==> src/rtl/usbdev_wb_arbiter.sv <==
// Round-robin two-master Wishbone arbiter in front of the UsbDeviceTop slave port.
// Bus lock for the whole CYC, plus a watchdog that ends hung strobes with a synthetic ACK.
module usbdev_wb_arbiter #(
    parameter int ADR_W   = 14,
    parameter int DAT_W   = 32,
    parameter int SEL_W   = 4,
    parameter int TIMEOUT = 15
) (
    input  logic             ctrlCd_clk,
    input  logic             ctrlCd_reset,
    input  logic             m0_CYC,
    input  logic             m0_STB,
    input  logic             m0_WE,
    input  logic [ADR_W-1:0] m0_ADR,
    input  logic [SEL_W-1:0] m0_SEL,
    input  logic [DAT_W-1:0] m0_DAT_MOSI,
    output logic             m0_ACK,
    output logic [DAT_W-1:0] m0_DAT_MISO,
    input  logic             m1_CYC,
    input  logic             m1_STB,
    input  logic             m1_WE,
    input  logic [ADR_W-1:0] m1_ADR,
    input  logic [SEL_W-1:0] m1_SEL,
    input  logic [DAT_W-1:0] m1_DAT_MOSI,
    output logic             m1_ACK,
    output logic [DAT_W-1:0] m1_DAT_MISO,
    output logic             s_CYC,
    output logic             s_STB,
    output logic             s_WE,
    output logic [ADR_W-1:0] s_ADR,
    output logic [SEL_W-1:0] s_SEL,
    output logic [DAT_W-1:0] s_DAT_MOSI,
    input  logic             s_ACK,
    input  logic [DAT_W-1:0] s_DAT_MISO,
    input  logic             timeout_clr,
    output logic             timeout_sticky,
    output logic [1:0]       grant
);

    typedef enum logic [1:0] {
        IDLE = 2'd0,
        OWN0 = 2'd1,
        OWN1 = 2'd2
    } state_t;

    localparam logic [7:0] WD_LAST = 8'(TIMEOUT - 1);

    state_t     state;
    logic       last;
    logic [7:0] wd_cnt;
    logic       wd_pend;

    logic             own0;
    logic             own1;
    logic             own;
    logic             req0;
    logic             req1;
    logic             m_cyc;
    logic             m_stb;
    logic             m_we;
    logic [ADR_W-1:0] m_adr;
    logic [SEL_W-1:0] m_sel;
    logic [DAT_W-1:0] m_dat;
    logic             ack;
    logic             wd_fire;
    logic             wd_wait;
    logic [DAT_W-1:0] rdata;

    assign own0 = (state == OWN0);
    assign own1 = (state == OWN1);
    assign own  = own0 | own1;
    assign req0 = m0_CYC & m0_STB;
    assign req1 = m1_CYC & m1_STB;

    assign m_cyc = own1 ? m1_CYC      : m0_CYC;
    assign m_stb = own1 ? m1_STB      : m0_STB;
    assign m_we  = own1 ? m1_WE       : m0_WE;
    assign m_adr = own1 ? m1_ADR      : m0_ADR;
    assign m_sel = own1 ? m1_SEL      : m0_SEL;
    assign m_dat = own1 ? m1_DAT_MOSI : m0_DAT_MOSI;

    // Strobe is withheld from the slave on the synthetic-ACK cycle.
    assign s_CYC      = own & m_cyc;
    assign s_STB      = own & m_stb & ~wd_pend;
    assign s_WE       = own & m_we;
    assign s_ADR      = own ? m_adr : '0;
    assign s_SEL      = own ? m_sel : '0;
    assign s_DAT_MOSI = own ? m_dat : '0;

    // A real ACK on the watchdog cycle takes priority over the synthetic one.
    assign wd_fire = own & wd_pend & ~s_ACK;
    assign ack     = own & (s_ACK | wd_pend);
    assign rdata   = wd_fire ? '1 : s_DAT_MISO;

    assign m0_ACK      = own0 & ack;
    assign m1_ACK      = own1 & ack;
    assign m0_DAT_MISO = own0 ? rdata : '0;
    assign m1_DAT_MISO = own1 ? rdata : '0;

    assign wd_wait = own & s_STB & ~s_ACK;

    always_ff @(posedge ctrlCd_clk) begin
        if (ctrlCd_reset) begin
            state          <= IDLE;
            grant          <= 2'b00;
            last           <= 1'b1;
            wd_cnt         <= 8'd0;
            wd_pend        <= 1'b0;
            timeout_sticky <= 1'b0;
        end else begin
            timeout_sticky <= wd_fire | (timeout_sticky & ~timeout_clr);
            wd_pend        <= wd_wait & m_cyc & (wd_cnt == WD_LAST);
            if (wd_wait && wd_cnt != WD_LAST)
                wd_cnt <= wd_cnt + 8'd1;
            else
                wd_cnt <= 8'd0;
            unique case (state)
                IDLE: begin
                    if (req0 && (!req1 || last)) begin
                        state <= OWN0;
                        grant <= 2'b01;
                        last  <= 1'b0;
                    end else if (req1) begin
                        state <= OWN1;
                        grant <= 2'b10;
                        last  <= 1'b1;
                    end
                end
                OWN0: begin
                    if (!m0_CYC) begin
                        state <= IDLE;
                        grant <= 2'b00;
                    end
                end
                OWN1: begin
                    if (!m1_CYC) begin
                        state <= IDLE;
                        grant <= 2'b00;
                    end
                end
                default: begin
                    state <= IDLE;
                    grant <= 2'b00;
                end
            endcase
        end
    end

endmodule

==> config.mk <==
export PLATFORM = sky130hd
export DESIGN_NAME = usbdev_wb_arbiter
export DESIGN_NICKNAME = d
export VERILOG_FILES = /design/src/rtl/usbdev_wb_arbiter.sv
export SDC_FILE = /design/constraint.sdc
export NUM_CORES = 1
export LEC_CHECK = 0
export ABC_CLOCK_PERIOD_IN_PS = 5600
export CORE_MARGIN = 8
export CORE_UTILIZATION = 30
export CTS_CLUSTER_DIAMETER = 60
export CTS_CLUSTER_SIZE = 28
export DETAILED_ROUTE_END_ITERATION = 10
export PLACE_DENSITY = 0.91
export SETUP_SLACK_MARGIN = 0.4
export SYNTH_ARGS = -nofsm -noshare
export SYNTH_HDL_FRONTEND = slang
export SYNTH_SLANG_ARGS = --single-unit
==> constraint.sdc <==
create_clock -name ctrlCd_clk -period 5.6 [get_ports ctrlCd_clk]
set_input_delay 0.84 -clock ctrlCd_clk [delete_from_list [all_inputs] [get_ports ctrlCd_clk]]
set_output_delay 0.84 -clock ctrlCd_clk [all_outputs]
set_load 0.01 [all_outputs]
Word-level counts from Yosys, hierarchy flattened

Cells that the tools add are included.

Bits in registers: 13
Output and inout bits: 122
Logic and storage cells: 64

Mux-type cells: 19
$add $sub $neg: 1
Eq/ne operators: 7
Bitwise gates (word level): 23
Reduce and logical (&&, ||, !) cells: 9

Operators with widths:

| cell                                                                    | number |
|---|---|
| 32-bit two-way mux                                                      | 5 |
| 14-bit two-way mux                                                      | 2 |
| 1-bit bitwise AND                                                       | 16 |
| 8-bit by 1-bit adder with 8-bit output, second input constant           | 1 |
| 8-bit by 4-bit == test with 1-bit output, second input constant         | 1 |
| 2-bit two-way mux                                                       | 4 |
| 4-bit two-way mux                                                       | 2 |
| 8-bit by 4-bit inequality test with 1-bit output, second input constant | 1 |
| 2-bit one-hot mux with 3 select lines                                   | 1 |
| 1-bit two-way mux                                                       | 5 |
| 2-bit inequality test, second input constant                            | 2 |
| 1-bit inverter                                                          | 4 |
| 3-bit inequality test, second input constant                            | 1 |
| 1-bit bitwise OR                                                        | 3 |
| 3-bit AND reduction                                                     | 1 |
| 2-bit by 1-bit == test with 1-bit output, second input constant         | 1 |
| 2-bit == test, second input constant                                    | 1 |
| 1-bit logical AND                                                       | 2 |
| 2-bit logical NOT                                                       | 1 |
| 2-bit AND reduction                                                     | 1 |
| 2-bit nonzero test                                                      | 1 |
| 2-bit OR reduction                                                      | 1 |
| 1-bit logical NOT                                                       | 1 |
| 1-bit logical OR                                                        | 1 |

Longest topological paths before layout

Gate-level depths: netlist of the first run.

Depth after elaboration: 9
Depth in mapped cells: 8
Gate-level depth less buffers: 5

Worst setup path before layout of the first run

Ideal clock, no wire load.

Path kind: reg-to-output
From: reg state[0]
To: out m1_DAT_MISO[10]
Cell stages (with the launch flop): 9
Slack: 3.063 ns
Path buffers: 3
Data required time: 4.760 ns
Data arrival time: 1.697 ns
Path through: dfxtp_1 -> inv_1 -> ha_1 -> buf_6 -> nand2_1 -> nor2_1 -> buf_2 -> buf_1 -> o21a_1

Word-level cells in the longest chain between the ends: 6
Elaborated cells between the ends (all ways): 7
Classes of those cells: eq/ne (2); mux (2); bitwise (3)

Ends and longest elaborated chain:

| item                                                                             | line   | source |
|---|---|---|
| from (decl)                                                                      | 48     | `state_t state;` |
| from (signal assigned)                                                           | 104    | `state <= IDLE;` |
| from (signal assigned)                                                           | 120    | `state <= OWN0;` |
| from (signal assigned)                                                           | 124    | `state <= OWN1;` |
| 2-bit by 1-bit == test with 1-bit output / 2-bit == test (equally long branches) | 69, 70 |  |
| 1-bit bitwise OR                                                                 | 71     | `assign own = own0 \| own1;` |
| 1-bit bitwise AND (2 in a row)                                                   | 91     | `assign wd_fire = own & wd_pend & ~s_ACK;` |
| 32-bit two-way mux                                                               | 93     | `assign rdata = wd_fire ? '1 : s_DAT_MISO;` |
| 32-bit two-way mux (*)                                                           | 98     | `assign m1_DAT_MISO = own1 ? rdata : '0;` |
| to (decl)                                                                        | 26     | `output logic [DAT_W-1:0] m1_DAT_MISO,` |

Every way passes the cells marked *; elsewhere a longest branch is shown, timed or not.

Worst setup path in the final report of the first run

From: in s_ACK
To: out m0_DAT_MISO[17]

Word-level cells in the longest chain between the ends: 4

Ends and longest elaborated chain:

| item               | line | source |
|---|---|---|
| from (decl)        | 33   | `input logic s_ACK,` |
| 1-bit inverter     | 91   |  |
| 1-bit bitwise AND  | 91   |  |
| 32-bit two-way mux | 93   |  |
| 32-bit two-way mux | 97   | `assign m0_DAT_MISO = own0 ? rdata : '0;` |
| to (decl)          | 18   | `output logic [DAT_W-1:0] m0_DAT_MISO,` |

Every way passes these cells.

==> impl_metrics.toml, run 1 <==
[synth]
netlist_area_sq_um = 2220
syn_area_per_cell_sq_um = 8.19
postSynthCellCount = 271
synth-edff-count = 0
yosysWarnings = 0
synthArstFlopShare_pct = 0
syn_nets = 419
ys_types = 39
synth-seq-cells = 13
ys_dominant_reg_cell = "dfxtp_1"
yosysSeqAreaShare_pct = 11.7

[timing]
fin_ws_ns = 1.87
finClkSkew_ns = 0.000930
rsz0062_at_grt = "false"
fmax_mhz = 268
layout_worst_path_cycle_share_pct = 66.5
period_needed_ns = 3.73
report.final.hold_viol_count = 0
finalMaxSlewViolations = 0
maxSlewHeadroom_pct = 19.1
finalSetupViolations = 0
timing_worst_slew_pin_value_ns = 1.21
setup_tns_ns = 0

[detailed_routing]
postRouteAntennaNets = 0
detail_route.wl_per_cell_microns = 20.4
drt_wl_total_mm = 12.5
drc = 0
vias = 2964
post_drt_via_cell_ratio = 4.84
dr.pass1.iters = 5
drt-initial-drc-count = 74

[clocking]
numCtsBuffers = 3
cts_setup_buffers = 0
post_cts_resized = 0
clk_transition_reported_paths_ns = 0.06
clock-sinks = 13
clockBufferDepth = 2
clkLatencyLatePin_ns = 0.24
htree_levels = 1
root_buffer = "clkbuf_8"
cts_tree = "yes"
postCtsHoldBufs = 0

[critical_path]
crit_fanout = 54
worst_setup_path_end_kind = "output port"
reg2reg_to = "wd_cnt[5]"
rrSetupSlack_ns = 3.39
start_kind = "primary input"
critPathKind = "in -> out"
regToRegStartpoint = "state[1]"
required_ns = 4.76
r2r_cells = 6
arrival_ns = 2.89

[run]
max_cap_violations = 0

[place]
dp_hpwl_mm = 10.7
dp.cells = 608
io_buffers = 263
place_ws_ns = 1.88
dpl_cell_area_sq_um = 4880
place.gp.congestion = 0.916

[layout]
syn2layout_area_growth_pct = 122
fin_cells = 612
layout-drive-gt1-share_pct = 4.48
antennaDiodeCount = 0
final_cell_area_sq_um = 4920
fin_nets = 662
fillers = 614

[floorplanning]
initial_core_util_pct = 30.7
die_area_sq_um = 10400
io_pins = 264
die_w_microns = 102
rows = 31
core_sq_um = 7210
fp.dieH_microns = 102

[grt]
grt_max_degree = 55
antenna_found_initial = 0
grt_usage_pct = 21.7
first_global_vias = 3216
grt_first_pass_wirelength_mm = 17.5
globalRoute.totalOverflow = 0

[min_path]
hold-path-endpoint = "wd_cnt[7]"
hold_path_class = "reg -> reg"
min-delay-start = "wd_cnt[7]"
min_path_cells = 2

[pwr]
p_leak_nw = 1.69
total_power_uw = 984
cellPowerDensity_nw_per_um2 = 200
ir_worst_vdd_mv = 0.123

[status]
status = "complete, no violations"
-- synth_stat cells, types with 2 or more instances --
cell,n,area (sq um)
or4_4,2,22.5
dfxtp_1,13,260
inv_1,6,22.5
buf_1,3,11.3
o21a_1,64,480
nor2_1,4,15.0
a211oi_2,2,25.0
nor2b_1,53,332
mux2i_1,55,551
clkbuf_1,11,41.3
nand3_1,3,15.0
xor2_1,2,17.5
nand2b_1,2,12.5
buf_2,10,50.1
ha_1,6,75.1
o21ai_0,3,15.0
buf_4,2,15.0
buf_6,2,22.5
nand2_1,4,15.0
nor3_2,4,40.0
or3_1,2,12.5
-- area by class of cell --
class	instances	area [sq um]	area share (%)
Multi-Input combinational cell	224	1820	36.9
Inverter	6	22.5	0.458
Sequential cell	13	260	5.29
Tap cell	99	124	2.52
Clock buffer	4	45.0	0.915
Timing Repair Buffer	266	2660	53.9
-- metrics by stage --
step / utilization [%] / hold slack [ns]
after floorplan: - / 0.473
after global placement: 67.6 / 0.491
after detailed placement: 67.6 / 0.504
after CTS: 68.2 / 0.515
after global routing: 68.2 / 0.535
final: 68.2 / 0.515
-- routing by layer --
layer / vias up / part of all wire, % / GRT usage, %
met5: - / 0 / 0
met4: 0 / 2.8 / 6.88
met3: 23 / 11 / 7.77
met2: 176 / 51 / 41.1
met1: 1329 / 35 / 21.2
li1: 1436 / - / -
-- critical path, cell delays in order --
cell,delay [ns]
clkdlybuf4s50_1,0.49
nor2_4,0.27
buf_4,0.50
o21a_1,0.17
clkdlybuf4s50_1,0.59
-- report_power, final --
part / internal [mW] / switching (mW) / total (mW)
registers: 0.0965 / 0.00498 / 0.101
logic: 0.462 / 0.335 / 0.797
clock network: 0.0503 / 0.0350 / 0.0854
total: 0.609 / 0.375 / 0.984
-- registers in the layout (all words and copies together) (netlist names) --
register and flops:
timeout_sticky 1, last 1, state 2, wd_pend 1, wd_cnt 8
-- worst max-delay path by stage --
stage,from,to,depth (start not counted)
final,s_ACK,m0_DAT_MISO[17],5
after global routing,s_ACK,m0_DAT_MISO[17],5
after CTS,s_ACK,m0_DAT_MISO[17],5
after detailed placement,s_ACK,m1_DAT_MISO[0],5
after global placement,s_ACK,m0_DAT_MISO[17],5
after floorplan,state[0],m1_DAT_MISO[10],8
-- kinds of logic (layout without fill, tap and decap cells) --
logic type / after synthesis / in the layout / synth area share, %
buffers and inverters: 34 / 276 / 7.33
AOI/OAI and AO/OA: 77 / 77 / 26.4
DFF: 13 / 13 / 11.7
and+or+nand+nor: 83 / 83 / 25.2
adders and majority gates: 6 / 6 / 3.38
xor gates and xnor gates: 3 / 3 / 1.18
muxes: 55 / 55 / 24.8
-- layout by cell type, fill, tap and decap left out, drive strengths merged, types with 3 or more instances in the layout --
master / n
nand2: 4
dfxtp: 13
inv: 6
nor3: 5
o21a: 64
clkdlybuf4s50: 263
nand2b: 3
buf: 3
o21ai: 3
nor2: 4
clkbuf: 4
mux2i: 55
nand3: 4
ha: 6
nor2b: 53
Power figures use the tool's default switching activity.
==> run 2: changes to the inputs <==
--- a/config.mk
+++ b/config.mk
@@ -5,13 +5,13 @@
 export SDC_FILE = /design/constraint.sdc
 export NUM_CORES = 1
 export LEC_CHECK = 0
-export ABC_CLOCK_PERIOD_IN_PS = 5600
+export ABC_CLOCK_PERIOD_IN_PS = 3200
 export CORE_MARGIN = 8
-export CORE_UTILIZATION = 30
+export CORE_UTILIZATION = 25
 export CTS_CLUSTER_DIAMETER = 60
 export CTS_CLUSTER_SIZE = 28
 export DETAILED_ROUTE_END_ITERATION = 10
-export PLACE_DENSITY = 0.91
+export PLACE_DENSITY = 0.81
 export SETUP_SLACK_MARGIN = 0.4
 export SYNTH_ARGS = -nofsm -noshare
 export SYNTH_HDL_FRONTEND = slang
==> constraint.sdc (replaced) <==
create_clock -name ctrlCd_clk -period 3.2 [get_ports ctrlCd_clk]
set_input_delay 0.48 -clock ctrlCd_clk [delete_from_list [all_inputs] [get_ports ctrlCd_clk]]
set_output_delay 0.48 -clock ctrlCd_clk [all_outputs]
set_load 0.01 [all_outputs]
==> run 2 against run 1 <==
Compared with the run above:
- clock-buffer cell count down 1
- wire length is 1.7% higher
- critical path depth increased by 3
- power grew 78%
- sequential cell count is the same
- sequential power is 78% higher
- largest cell class unchanged
==> impl_metrics.toml, run 2 (synthesis gave the netlist of run 1 again) <==
[critical_path]
worst_setup_path_end_kind = "output port"
cp_slowest_cell = "clkdlybuf4s50_1"
cp_top_family = "buffers and inverters"
cpPeakStageDelay_ns = 0.55
path_buf_inv = 4
crit_chain = "inv_1 > ha_4 > nand2_1 > nor2_4 > buf_12 > clkbuf_16 > o21a_1 > clkdlybuf4s50_1"
required_ns = 2.72
r2r_cells = 5
critPathKind = "reg -> out"
crit_fanout = 16
path_depth = 8
start_kind = "flop"
arrival_ns = 2.24

[clocking]
root_buffer = "clkbuf_8"
htree_levels = 1
clk_transition_reported_paths_ns = 0.06
clock-sinks = 13
cts_tree = "yes"
clkLatencyLatePin_ns = 0.25
clockBufferDepth = 2
numCtsBuffers = 3

[layout]
top_register = "wd_cnt"
final_cell_mix = "259 x clkdlybuf4s50_1, 64 x o21a_1, 55 x mux2i_1"
largest_reg_flops = 8
syn2layout_area_growth_pct = 132
fin_nets = 671
layout_commonest_cell = "clkdlybuf4s50_1"
top_regs = "wd_cnt x8, state x2"
antennaDiodeCount = 0
layout-drive-gt1-share_pct = 7.09

[min_path]
min_path_cells = 2
hold_path_class = "reg -> reg"

[floorplanning]
io_pins = 264
die_w_microns = 110
fp.dieH_microns = 110
rows = 34
initial_core_util_pct = 25.6
die_area_sq_um = 12100
core_sq_um = 8680

[detailed_routing]
detail_route.wl_per_cell_microns = 20.2
drt_wl_total_mm = 12.7
drt-initial-drc-count = 103
postRouteAntennaNets = 0
vias = 3018
drc = 0
dr.pass1.iters = 4
post_drt_via_cell_ratio = 4.79

[grt]
grt_max_degree = 38
antenna_found_initial = 0
grt_first_pass_wirelength_mm = 17.4
globalRoute.totalOverflow = 0
grt_usage_pct = 18.0
first_global_vias = 3182

[status]
status = "complete, no violations"

[timing]
timing_worst_slew_pin_value_ns = 0.613
period_needed_ns = 2.72
fmax_mhz = 368
setup_tns_ns = 0
maxSlewHeadroom_pct = 58.8
finalMaxSlewViolations = 0
rsz0062_at_grt = "true"
finClkSkew_ns = 0.000962
report.final.hold_viol_count = 0
fin_ws_ns = 0.480
finalSetupViolations = 0
layout_worst_path_cycle_share_pct = 85.0

[place]
place_ws_ns = 0.545
io_buffers = 263
dp_hpwl_mm = 10.1
place.gp.congestion = 0.838

[pwr]
p_leak_nw = 1.84
ir_worst_vdd_mv = 0.226
cellPowerDensity_nw_per_um2 = 341

[run]
max_cap_violations = 0
## run 2: changes by cell type in the layout (fill, tap and decap cells not counted), sizes merged
cell           change
clkdlybuf4s50      -4
clkinv             +1
buf                +6
dlymetal6s2s       +4
clkbuf             +2
## run 2: area by class of cell
class                   instances  area [sq um]
clock buffers                   3          41.3
clock inverters                 1          5.00
fillers                       754          3540
inverters                       6          22.5
multi-input cells             224          1830
flip-flops and latches         13           265
well taps                     108           135
repair buffers                275          2840
## run 2: worst paths after layout
kind	slack, ns	end	from
worst min-delay path	0.51	state[0]	state[0]
worst min register to register	0.51	state[0]	state[0]
worst max-delay path	0.48	m0_DAT_MISO[9]	state[1]
worst max register to register	1.49	wd_cnt[5]	state[1]
## run 2: worst register-to-register path, stage by stage (launching register included)
cell and delay [ns]:
dfxtp_4 0.38, inv_1 0.09, ha_4 0.31, nand2b_4 0.06
or4_4 0.57, a211oi_2 0.23
## run 2: power breakdown
part	switching, mW	total, mW	internal [mW]
Sequential	0.00904	0.180	0.171
Combinational	0.589	1.42	0.832
Clock	0.0669	0.153	0.0862
## run 2: stage by stage
step / area, sq um / util [%] / power (mW) / cells / hold slack, ns
finish: 5140 / 59.2 / 1.75 / 630 / 0.505
global route: 5140 / 59.2 / 1.86 / 630 / 0.529
CTS: 5030 / 57.9 / 1.77 / 625 / 0.521
detailed placement: 4940 / 56.9 / 1.60 / 620 / 0.505
global placement: 4940 / 56.9 / 1.58 / 620 / 0.490
floorplan: 2220 / - / 0.845 / 271 / 0.473
## run 2: repair_timing
| item | 4_1_cts | 5_1_grt |
|---|---|---|
| resized for setup | 5 | 10 |
| pin swaps | 0 | 1 |
| hold buffers | 0 | 0 |
| buffers inserted | 0 | 1 |
| setup endpoints to repair | 67 | 114 |
| gates cloned | 1 | 4 |
## run 2: per-layer routing
metal / share of wire (%) / track usage, %
met5: 0 / 0
met4: 2.1 / 4.38
met3: 11 / 5.52
met2: 50 / 33.3
met1: 37 / 19.5
